File: src/rtl/id_ex_stage.sv
// id_ex_stage: ID/EX pipeline register with EX operand forwarding from EX/MEM and MEM/WB.
// Forwarding is built only when EX_FORWARD_EN is defined; otherwise the hazard unit must stall.
`ifndef ALU_ADD
`define ALU_ADD 4'd2
`endif
module id_ex_stage #(
  parameter int DATA_W     = 32,
  parameter int REG_ADDR_W = 5
) (
  input  logic                  clk,
  input  logic                  rst,
  input  logic                  stall,
  input  logic                  flush,
  input  logic                  id_valid,
  input  logic [31:0]           id_pc,
  input  logic [DATA_W-1:0]     id_rs_data,
  input  logic [DATA_W-1:0]     id_rt_data,
  input  logic [REG_ADDR_W-1:0] id_rs_addr,
  input  logic [REG_ADDR_W-1:0] id_rt_addr,
  input  logic [DATA_W-1:0]     id_imm,
  input  logic [4:0]            id_shamt,
  input  logic [3:0]            id_alu_op,
  input  logic                  id_src_a_sel,
  input  logic                  id_src_b_sel,
  input  logic [REG_ADDR_W-1:0] id_dest_addr,
  input  logic                  id_reg_write,
  input  logic                  mem_reg_write,
  input  logic [REG_ADDR_W-1:0] mem_dest_addr,
  input  logic [DATA_W-1:0]     mem_result,
  input  logic                  wb_reg_write,
  input  logic [REG_ADDR_W-1:0] wb_dest_addr,
  input  logic [DATA_W-1:0]     wb_result,
  output logic [DATA_W-1:0]     alu_input_a,
  output logic [DATA_W-1:0]     alu_input_b,
  output logic [3:0]            alu_operation,
  output logic                  ex_valid,
  output logic [31:0]           ex_pc,
  output logic [REG_ADDR_W-1:0] ex_dest_addr,
  output logic                  ex_reg_write,
  output logic [DATA_W-1:0]     ex_store_data
);
  logic [DATA_W-1:0]     rs_q, rt_q, imm_q, fa, fb;
  logic [REG_ADDR_W-1:0] rs_addr_q, rt_addr_q;
  logic [4:0]            shamt_q;
  logic                  src_a_sel_q, src_b_sel_q;
  always_ff @(posedge clk) begin
    if (rst || flush) begin
      ex_valid      <= 1'b0;
      ex_pc         <= '0;
      ex_dest_addr  <= '0;
      ex_reg_write  <= 1'b0;
      alu_operation <= `ALU_ADD;
      rs_q          <= '0;
      rt_q          <= '0;
      imm_q         <= '0;
      rs_addr_q     <= '0;
      rt_addr_q     <= '0;
      shamt_q       <= '0;
      src_a_sel_q   <= 1'b0;
      src_b_sel_q   <= 1'b0;
    end else if (!stall) begin
      ex_valid      <= id_valid;
      ex_pc         <= id_pc;
      ex_dest_addr  <= id_dest_addr;
      ex_reg_write  <= id_reg_write & id_valid;
      alu_operation <= id_alu_op;
      rs_q          <= id_rs_data;
      rt_q          <= id_rt_data;
      imm_q         <= id_imm;
      rs_addr_q     <= id_rs_addr;
      rt_addr_q     <= id_rt_addr;
      shamt_q       <= id_shamt;
      src_a_sel_q   <= id_src_a_sel;
      src_b_sel_q   <= id_src_b_sel;
    end
  end
`ifdef EX_FORWARD_EN
  logic mem_fwd_ok, wb_fwd_ok;
  // $0 is hardwired zero, so a write targeting it must never be forwarded
  assign mem_fwd_ok = mem_reg_write && mem_dest_addr != '0;
  assign wb_fwd_ok  = wb_reg_write && wb_dest_addr != '0;
  always_comb begin
    fa = (mem_fwd_ok && mem_dest_addr == rs_addr_q) ? mem_result :
         (wb_fwd_ok && wb_dest_addr == rs_addr_q) ? wb_result : rs_q;
    fb = (mem_fwd_ok && mem_dest_addr == rt_addr_q) ? mem_result :
         (wb_fwd_ok && wb_dest_addr == rt_addr_q) ? wb_result : rt_q;
  end
`else
  logic unused_fwd;
  assign unused_fwd = ^{mem_reg_write, mem_dest_addr, mem_result, wb_reg_write, wb_dest_addr,
                        wb_result, rs_addr_q, rt_addr_q};
  always_comb begin
    fa = rs_q;
    fb = rt_q;
  end
`endif
  assign alu_input_a   = src_a_sel_q ? {{(DATA_W-5){1'b0}}, shamt_q} : fa;
  assign alu_input_b   = src_b_sel_q ? imm_q : fb;
  assign ex_store_data = fb;
endmodule
File: config.mk
export PLATFORM = sky130hd
export DESIGN_NAME = id_ex_stage
export DESIGN_NICKNAME = d
export VERILOG_FILES = /design/src/rtl/id_ex_stage.sv
export SDC_FILE = /design/constraint.sdc
export NUM_CORES = 1
export LEC_CHECK = 0
export BUFFER_PORTS_ARGS = -buffer_cell sky130_fd_sc_hd__buf_2
export CORE_AREA = 2 2 147 149
export CTS_CLUSTER_SIZE = 10
export DETAILED_ROUTE_END_ITERATION = 6
export DIE_AREA = 0 0 149 151
export PLACE_DENSITY = 0.56
export RECOVER_POWER = 100
export SLEW_MARGIN = 30
export SYNTH_ARGS = -nofsm -noshare
export SYNTH_HDL_FRONTEND = slang
export SYNTH_SLANG_ARGS = --single-unit
File: constraint.sdc
create_clock -name clk -period 1.4 [get_ports clk]
set_input_delay 0.21 -clock clk [delete_from_list [all_inputs] [get_ports clk]]
set_output_delay 0.21 -clock clk [all_outputs]
set_load 0.01 [all_outputs]
# Yosys cells after proc, flatten, opt, wreduce, memory -nomap -nowiden
# Cells that the tools add are included.
# word_totals
memories,0
mem_bits_ro,0
ff_bits,146
latch_bits,0
word_cells,15
ram_bits,0
# classes
bitwise,1
shift,0
order_cmp,0
eq_ne,0
reduce_logical,1
multipliers,0
div,0
muxes,2
n_addsub,0
# op_table
cell,n
$mux W32,2
$and A1 B1 Y1,1
$logic_or A1 B1 Y1,1

# Longest topological paths before layout
# Gate-level depths: netlist of run 1.
# logic_depth
ltp_word,1
ltp_mapped,5
ltp_nobuf,2

# Worst setup path after synthesis of run 1
# No wires, ideal clock.
# synth_path
kind,register to output
startpoint,reg src_b_sel_q
endpoint,out alu_input_b[21]
path_slack_ps,185
path_stages_with_launch,4
arrival_time_ps,1005
path_buffers,2
cell_sequence,dfxtp_1 -> buf_2 -> buf_2 -> mux2_2
# synth_via
elab_chain_cells,1
# synth_lines
element,line,rtl
"start, declared",45,"logic src_a_sel_q, src_b_sel_q;"
"start signal, assigned",74,src_b_sel_q <= id_src_b_sel;
$mux W32,98,assign alu_input_b = src_b_sel_q ? imm_q : fb;
"end, declared",34,"output logic [DATA_W-1:0] alu_input_b,"
# Every way passes these cells.

# Worst setup path after layout of run 1
# layout_path
startpoint,reg src_b_sel_q
endpoint,out alu_input_b[26]
# The elaborated chain is that of the path after synthesis.

==> impl_metrics.env, run 1 <==
export IMPL_max_slew_margin_rel=0.433
export IMPL_area_growth_synth_to_final_pct=47.7
export IMPL_final_antenna_net_count=0
export IMPL_tritoncts="done"
export IMPL_grt_usage=0.140
export IMPL_start_util=0.283
export IMPL_drive_gt1_frac=0.368
export IMPL_ctsHtreeMaxLevel=4
export IMPL_synth_cells=544
export IMPL_fin_crit_sh=1.21
export IMPL_clk_pin_slew_ps=70
export IMPL_cp_startpoint="src_b_sel_q"
export IMPL_rsz0062_at_grt="yes"
export IMPL_ys_seq_area_frac=0.496
export IMPL_synth_top_cell_by_area="dfxtp_1"
export IMPL_setup_tns_ps=-11430
export IMPL_min_period_ps=1700
export IMPL_synth_area_leaders="dfxtp_1, mux2i_1, nor2_1, mux2_2, buf_8"
export IMPL_finalClockSkew_ps=0
export IMPL_worstMarginPinSlew_ps=851
export IMPL_drt_iter0_drc=78
export IMPL_synth_most_common_cell="dfxtp_1"
export IMPL_routed_wl_met3_microns=1390
export IMPL_hp_start="id_rt_data[6]"
export IMPL_r2r_start="src_b_sel_q"
export IMPL_status="finished, violations left"
export IMPL_overflow=0
export IMPL_cts_root_buf="clkbuf_16"
export IMPL_synth_top_family_by_area="multiplexers"
export IMPL_die_area_sq_mm=0.0225
export IMPL_wl_per_cell_microns=14.4
export IMPL_grt_pass1_wl_microns=24600
export IMPL_grt_max_degree=31
export IMPL_cts_buffer_depth=2
export IMPL_finalHoldViolCount=0
export IMPL_power_density_mw_per_mm2=1170
export IMPL_synthXorXnorAreaFrac=0
export IMPL_synth_nets=780
export IMPL_rows=53
export IMPL_synth_top_area_frac=0.496
export IMPL_crit_path_top_delay_cell="dfxtp_4"
export IMPL_syn_avg_cell_area_sq_um=10.8
export IMPL_synthFlopType="dfxtp_1"
export IMPL_leakagePower_nw=4.11
export IMPL_path_max_fanout=8
export IMPL_synth_edf_count=0
export IMPL_worst_setup_path_start_kind="flip-flop"
export IMPL_yosysUniqueCellTypes=16
export IMPL_slowest_delay_ps=360
export IMPL_core_sq_mm=0.0208
export IMPL_vias_per_cell=4.24
export IMPL_hold_slack_ps=26.3
export IMPL_finish_utilization=0.418
export IMPL_fmax_mhz=589
export IMPL_worstSetupPathType="reg -> out"
export IMPL_firstDrtPassIters=4
export IMPL_synth_compound_area_frac=0.00233
export IMPL_ios=375
export IMPL_synth_warnings=0
export IMPL_routed_top_layer="met4"
export IMPL_required_ps=1190
export IMPL_crit_buf_inv=3
export IMPL_clk_latency_ps=410
export IMPL_violations="setup timing"
export IMPL_synthSimpleGateAreaFrac=0.124
export IMPL_met1_length_microns=6730
export IMPL_setup_viol=56
export IMPL_cp_cell_sequence="buf_12 > buf_16 > mux2_4 > buf_6"
export IMPL_drc=0
export IMPL_cts_sinks=146
export IMPL_n_antenna_cell=0
export IMPL_synth_async_reset_ratio=0
export IMPL_ys_ff_latch=146
export IMPL_fin_nets=1080
export IMPL_wl_met2_microns=7970
export IMPL_setup_ws_ps=-297
export IMPL_muxShareOfSynthArea=0.315
export IMPL_die_y_microns=151
export IMPL_grt_pass1_vias=4697
export IMPL_cap_violations=0
export IMPL_maxSlewViolCount=0
export IMPL_min_path_type="in -> reg"
export IMPL_finalPower_w=0.0102
export IMPL_vias=4805
export IMPL_dp_slack_ps=68.9
export IMPL_dpl_hpwl_microns=11500
export IMPL_synthTopCellsByCount="dfxtp_1, mux2i_1, nor2_1"
export IMPL_critPathArrivalTime_ps=1490
export IMPL_netlist_area_sq_mm=0.00589
export IMPL_io_buffers=288
export IMPL_fp_dieW_microns=149
export IMPL_antenna_found_initial=2
export IMPL_cp_end_kind="output port"
export IMPL_gp_congestion=0.729
export IMPL_critPathTopFamily="buffers and inverters"
export IMPL_cts_buffers=17
export IMPL_wl_microns=16300
export IMPL_synth_fa_ha_area_frac=0
export IMPL_vdd_drop_max_mv=0.708
==> kinds of logic after synthesis <==
| kind of cell | after synthesis |
|---|---|
| flip-flops | 146 |
| multiplexers | 181 |
| AO/OA/AOI/OAI | 2 |
| buffers and inverters | 40 |
| AND/OR/NAND/NOR | 175 |
==> where the power goes <==
part | internal, W | switching, W | leakage [nW]
combinational | 0.000626 | 0.000528 | 2.63
sequential | 0.00429 | 0.0000798 | 1.19
clock | 0.00276 | 0.00190 | 0.282
==> flip-flops by register name, summed over array words and instances (netlist names) <==
name           flops
ex_pc             32
ex_store_data     32
fa                32
imm_q             32
ex_dest_addr       5
shamt_q            5
alu_operation      4
ex_reg_write       1
ex_valid           1
src_a_sel_q        1
src_b_sel_q        1
==> metal layers <==
metal	global-route usage	vias up
li1	-	2412
met1	0.158	2184
met2	0.247	190
met3	0.0464	19
met4	0.0514	0
met5	0	-
==> worst min-delay path, stage by stage <==
cell and delay, ps:
buf_2 80, mux2i_1 50, nor2_1 70
==> layout by cell type, fill, tap and decap left out, drive strengths merged, types with 2 or more instances in the layout <==
cell         Yosys  routed
mux2            37      37
inv              0       5
buf             38     232
clkinvlp         0       4
clkbuf           2     107
mux2i          144     144
nor2           144     144
dfxtp          146     146
dlygate4sd3      0       2
nor2b           28      28
bufinv           0       2
==> what timing repair did <==
| action | 4_1_cts | 5_1_grt |
|---|---|---|
| hold buffers | 2 | 0 |
| setup buffers | 3 | 3 |
| resized for setup | 74 | 39 |
| hold endpoints to repair | 2 | 0 |
| cloned | 4 | 0 |
| setup endpoints to repair | 56 | 63 |
| pin swaps | 0 | 0 |
==> area by class of cell <==
type	instances	area (sq um)
fill	2117	12100
multi-input combinational	358	2800
sequential	146	2930
clock inverter	12	145
tap	275	344
timing repair buffer	321	2030
clock buffer	20	457
==> worst paths after layout <==
kind	endpoint	slack, ps	depth (start not counted)
setup / recovery	alu_input_b[26]	-300	4
hold / removal	ex_store_data[6]	30	3
setup reg to reg	src_b_sel_q	320	5
hold reg to reg	ex_reg_write	460	2
==> per-stage QoR <==
step,std cells,instance area [sq um]
after detailed placement,1089,7600
after CTS,1130,8710
after floorplan,544,5890
after global routing,1132,8710
after global placement,1089,7600
final,1132,8710
Note: power is estimated with default switching activity, not from simulation.
==> run 2: changes to the inputs <==
- RECOVER_POWER: 100 -> default
==> run 2 against run 1 <==
Net effect: the run still ends with setup timing left; largest cell class unchanged; largest power group unchanged; global-route usage unchanged; wire length about the same; sequential cell count unchanged; clock skew unchanged; critical path depth unchanged; sequential share of layout area down 0.69 points; register-to-register slack about the same; fmax about the same; setup slack about the same; die area unchanged.
==> impl_metrics.env, run 2 (synthesis results as in run 1) <==
export IMPL_drc=0
export IMPL_grt_max_degree=31
export IMPL_grt_pass1_vias=4697
export IMPL_start_util=0.283
export IMPL_hold_slack_ps=26.8
export IMPL_die_area_sq_mm=0.0225
export IMPL_leakagePower_nw=4.47
export IMPL_vias=4798
export IMPL_io_buffers=288
export IMPL_grt_usage=0.140
export IMPL_rows=53
export IMPL_clk_pin_slew_ps=60
export IMPL_wl_microns=16300
export IMPL_cts_buffer_depth=2
export IMPL_power_density_mw_per_mm2=1150
export IMPL_finalClockSkew_ps=0
export IMPL_path_max_fanout=8
export IMPL_cts_sinks=146
export IMPL_maxSlewViolCount=0
export IMPL_hp_start="id_rs_data[22]"
export IMPL_worstMarginPinSlew_ps=388
export IMPL_max_slew_margin_rel=0.741
export IMPL_fin_nets=1080
export IMPL_vias_per_cell=4.24
export IMPL_finalPower_w=0.0102
export IMPL_area_growth_synth_to_final_pct=50.8
export IMPL_worstSetupPathType="reg -> out"
export IMPL_reg2reg_to="src_b_sel_q"
export IMPL_core_sq_mm=0.0208
export IMPL_n_fill_cell=2063
export IMPL_final_antenna_net_count=0
export IMPL_placed_cells=1089
export IMPL_whs_path_depth=3
export IMPL_cp_end_kind="output port"
export IMPL_rsz0062_at_grt="yes"
export IMPL_firstDrtPassIters=4
export IMPL_drt_iter0_drc=72
export IMPL_vdd_drop_max_mv=0.708
export IMPL_cts_buffers=17
export IMPL_antenna_found_initial=2
export IMPL_drive_gt1_frac=0.463
export IMPL_dpl_hpwl_microns=11500
export IMPL_cap_violations=0
export IMPL_layout_commonest_cell="buf_2"
export IMPL_min_path_type="in -> reg"
export IMPL_setup_ws_ps=-298
export IMPL_min_period_ps=1700
export IMPL_clk_latency_ps=410
export IMPL_grt_pass1_wl_microns=24600
export IMPL_fin_crit_sh=1.21
export IMPL_cp_startpoint="src_b_sel_q"
export IMPL_required_ps=1190
export IMPL_finalHoldViolCount=0
export IMPL_ctsHtreeMaxLevel=4
export IMPL_final_cells=1132
export IMPL_r2r_cells=5
export IMPL_fp_dieW_microns=149
export IMPL_violations="setup timing"
export IMPL_die_y_microns=151
export IMPL_wl_per_cell_microns=14.4
export IMPL_layout_cells_most_common_list="buf_2, mux2i_1, nor2_1, dfxtp_1, buf_6"
export IMPL_r2r_slack_ps=330
export IMPL_setup_viol=56
export IMPL_critPathArrivalTime_ps=1490
export IMPL_status="finished, violations left"
export IMPL_ios=375
export IMPL_cts_root_buf="clkbuf_16"
export IMPL_overflow=0
export IMPL_whs_endpoint="fa[22]"
export IMPL_tritoncts="done"
export IMPL_n_antenna_cell=0
export IMPL_fmax_mhz=589
export IMPL_r2r_start="src_b_sel_q"
export IMPL_gp_congestion=0.729
export IMPL_worst_setup_path_start_kind="flip-flop"
==> run 2: critical path, stage by stage (launching register included) <==
cell,delay (ps)
dfxtp_4,360
buf_12,130
buf_16,150
mux2_4,310
buf_6,120
==> run 2: cell type report <==
| class | instances | area [sq um] | area share |
|---|---|---|---|
| tap | 275 | 344 | 0.0387 |
| timing repair buffer | 321 | 2210 | 0.249 |
| sequential | 146 | 2930 | 0.330 |
| clock inverter | 12 | 145 | 0.0163 |
| clock buffer | 20 | 457 | 0.0514 |
| multi-input combinational | 358 | 2800 | 0.315 |
==> run 2: power breakdown <==
| part | switching, W | internal (W) | total, W |
|---|---|---|---|
| sequential | 0.0000773 | 0.00429 | 0.00437 |
| combinational | 0.000532 | 0.000671 | 0.00120 |
| clock | 0.00189 | 0.00276 | 0.00466 |
==> run 2: stage by stage <==
step                      TNS, ps  worst slack (ps)  instance area [sq um]   util
after floorplan                 0               185                   5890      -
after global placement          0              64.0                   7600  0.365
after detailed placement        0              68.9                   7600  0.365
after CTS                  -13510              -349                   8710  0.418
after global routing       -14810              -348                   8890  0.427
final                      -11460              -298                   8890  0.427
==> run 2: worst max-delay path by stage <==
stage                      end  slack (ps)  depth (start not counted)
5_1_grt        alu_input_b[26]        -350                          4
6_report       alu_input_b[26]        -300                          4
4_1_cts         alu_input_b[0]        -350                          4
2_1_floorplan  alu_input_b[21]         190                          3
3_5_place_dp   alu_input_b[15]          70                          3
3_3_place_gp   alu_input_b[15]          60                          3
==> run 2: layer usage <==
layer / part of all wire / routed length [microns] / vias up / GRT usage
met2: 0.49 / 7930 / 192 / 0.247
met3: 0.086 / 1400 / 19 / 0.0464
li1: - / - / 2417 / -
met5: 0 / 0 / - / 0
met1: 0.41 / 6770 / 2170 / 0.158
met4: 0.015 / 246 / 0 / 0.0514
==> run 2: what timing repair did <==
action,4_1_cts,5_1_grt
setup buffers,3,3
resized for setup,74,39
gates cloned,4,0
hold endpoints to repair,2,0
setup endpoints to repair,56,63
hold buffers,2,0
==> run 3: changes to the inputs <==
- CTS_CLUSTER_SIZE: 10 -> 28
- MAX_ROUTING_LAYER: default -> met4
==> run 3 against run 2 <==
Net effect: the flow still finishes with violations (setup timing); sequential power barely moved; largest power group unchanged; fmax barely moved; clock power barely moved.
==> impl_metrics.env, run 3 (synthesis results as in run 1) <==
export IMPL_cp_end_kind="output port"
export IMPL_clk_latency_ps=410
export IMPL_vias=4802
export IMPL_drc=0
export IMPL_hp_start="id_rs_data[22]"
export IMPL_dp_slack_ps=68.9
export IMPL_min_path_type="in -> reg"
export IMPL_final_cells=1132
export IMPL_cts_buffers=17
export IMPL_final_antenna_net_count=0
export IMPL_min_period_ps=1700
export IMPL_antenna_found_initial=2
export IMPL_fmax_mhz=589
export IMPL_finish_utilization=0.427
export IMPL_tritoncts="done"
export IMPL_grt_max_degree=31
export IMPL_reg2reg_to="src_b_sel_q"
export IMPL_layout_cells_most_common_list="buf_2, mux2i_1, nor2_1, dfxtp_1, buf_6"
export IMPL_cts_buffer_depth=2
export IMPL_core_sq_mm=0.0208
export IMPL_multi_input_area_sq_mm=0.00280
export IMPL_r2r_slack_ps=330
export IMPL_setup_ws_ps=-298
export IMPL_firstDrtPassIters=4
export IMPL_die_area_sq_mm=0.0225
export IMPL_wl_microns=16300
export IMPL_die_y_microns=151
export IMPL_io_buffers=288
export IMPL_status="finished, violations left"
export IMPL_maxSlewViolCount=0
export IMPL_hold_slack_ps=26.9
export IMPL_worstMarginPinSlew_ps=388
export IMPL_whs_endpoint="fa[22]"
export IMPL_vias_per_cell=4.24
export IMPL_whs_path_depth=3
export IMPL_rows=53
export IMPL_power_density_mw_per_mm2=1150
export IMPL_layout_commonest_cell="buf_2"
export IMPL_cts_sinks=146
export IMPL_gp_congestion=0.738
export IMPL_grt_usage=0.144
export IMPL_r2r_cells=5
export IMPL_finalHoldViolCount=0
export IMPL_dpl_hpwl_microns=11500
export IMPL_finalPower_w=0.0102
export IMPL_max_slew_margin_rel=0.741
export IMPL_n_fill_cell=2063
export IMPL_grt_pass1_wl_microns=24500
export IMPL_worst_setup_path_start_kind="flip-flop"
export IMPL_cts_root_buf="clkbuf_16"
export IMPL_n_antenna_cell=0
export IMPL_area_growth_synth_to_final_pct=50.8
export IMPL_cap_violations=0
export IMPL_rsz0062_at_grt="yes"
export IMPL_worstSetupPathType="reg -> out"
export IMPL_drive_gt1_frac=0.463
export IMPL_required_ps=1190
export IMPL_overflow=0
export IMPL_seq_area_sq_mm=0.00293
export IMPL_fin_crit_sh=1.21
export IMPL_start_util=0.283
export IMPL_ios=375
export IMPL_path_max_fanout=8
export IMPL_fp_dieW_microns=149
export IMPL_grt_pass1_vias=4717
export IMPL_vdd_drop_max_mv=0.708
export IMPL_setup_viol=56
export IMPL_drt_iter0_drc=81
export IMPL_violations="setup timing"
export IMPL_ctsHtreeMaxLevel=4
export IMPL_placed_cells=1089
export IMPL_finalClockSkew_ps=0
export IMPL_wl_per_cell_microns=14.4
export IMPL_critPathArrivalTime_ps=1490
export IMPL_fin_nets=1080
export IMPL_r2r_start="src_b_sel_q"
export IMPL_clk_pin_slew_ps=60
export IMPL_leakagePower_nw=4.47
[run 3: cell type report]
type,instances,share of cell area
sequential,146,0.330
multi-input combinational,358,0.315
timing repair buffer,321,0.249
clock buffer,20,0.0514
tap,275,0.0387
clock inverter,12,0.0163
[run 3: through the flow]
stage | cell area, sq um | TNS (ps)
after floorplan | 5890 | 0
after global placement | 7600 | 0
after detailed placement | 7600 | 0
after CTS | 8710 | -13510
after global routing | 8890 | -14810
final | 8890 | -11460
[run 3: worst max-delay path, stage by stage (launching register included)]
cell and delay (ps):
dfxtp_4 360, buf_12 130, buf_16 150, mux2_4 310, buf_6 120
[run 3: where the power goes]
part | switching (W) | total [W] | internal, W
Combinational | 0.000533 | 0.00120 | 0.000671
Clock | 0.00189 | 0.00465 | 0.00276
Sequential | 0.0000772 | 0.00437 | 0.00429
[run 3: worst max-delay path by stage]
stage,end,cells past startpoint,startpoint
final,alu_input_b[26],4,src_b_sel_q
after global routing,alu_input_b[26],4,src_b_sel_q
after global placement,alu_input_b[15],3,src_b_sel_q
after floorplan,alu_input_b[21],3,src_b_sel_q
after detailed placement,alu_input_b[15],3,src_b_sel_q
after CTS,alu_input_b[0],4,src_b_sel_q
[run 3: metal layers]
metal | wire [microns] | up-vias | global-route usage
li1 | - | 2416 | -
met1 | 6890 | 2175 | 0.162
met2 | 7940 | 192 | 0.248
met3 | 1250 | 19 | 0.0386
met4 | 246 | 0 | 0.0514
met5 | 0 | - | -
[run 3: timing repair]
item | 4_1_cts | 5_1_grt
setup buffers | 3 | 3
endpoints found under the hold margin | 2 | 0
hold buffers | 2 | 0
setup endpoints to repair | 56 | 63
cloned | 4 | 0
gates resized for setup | 74 | 39
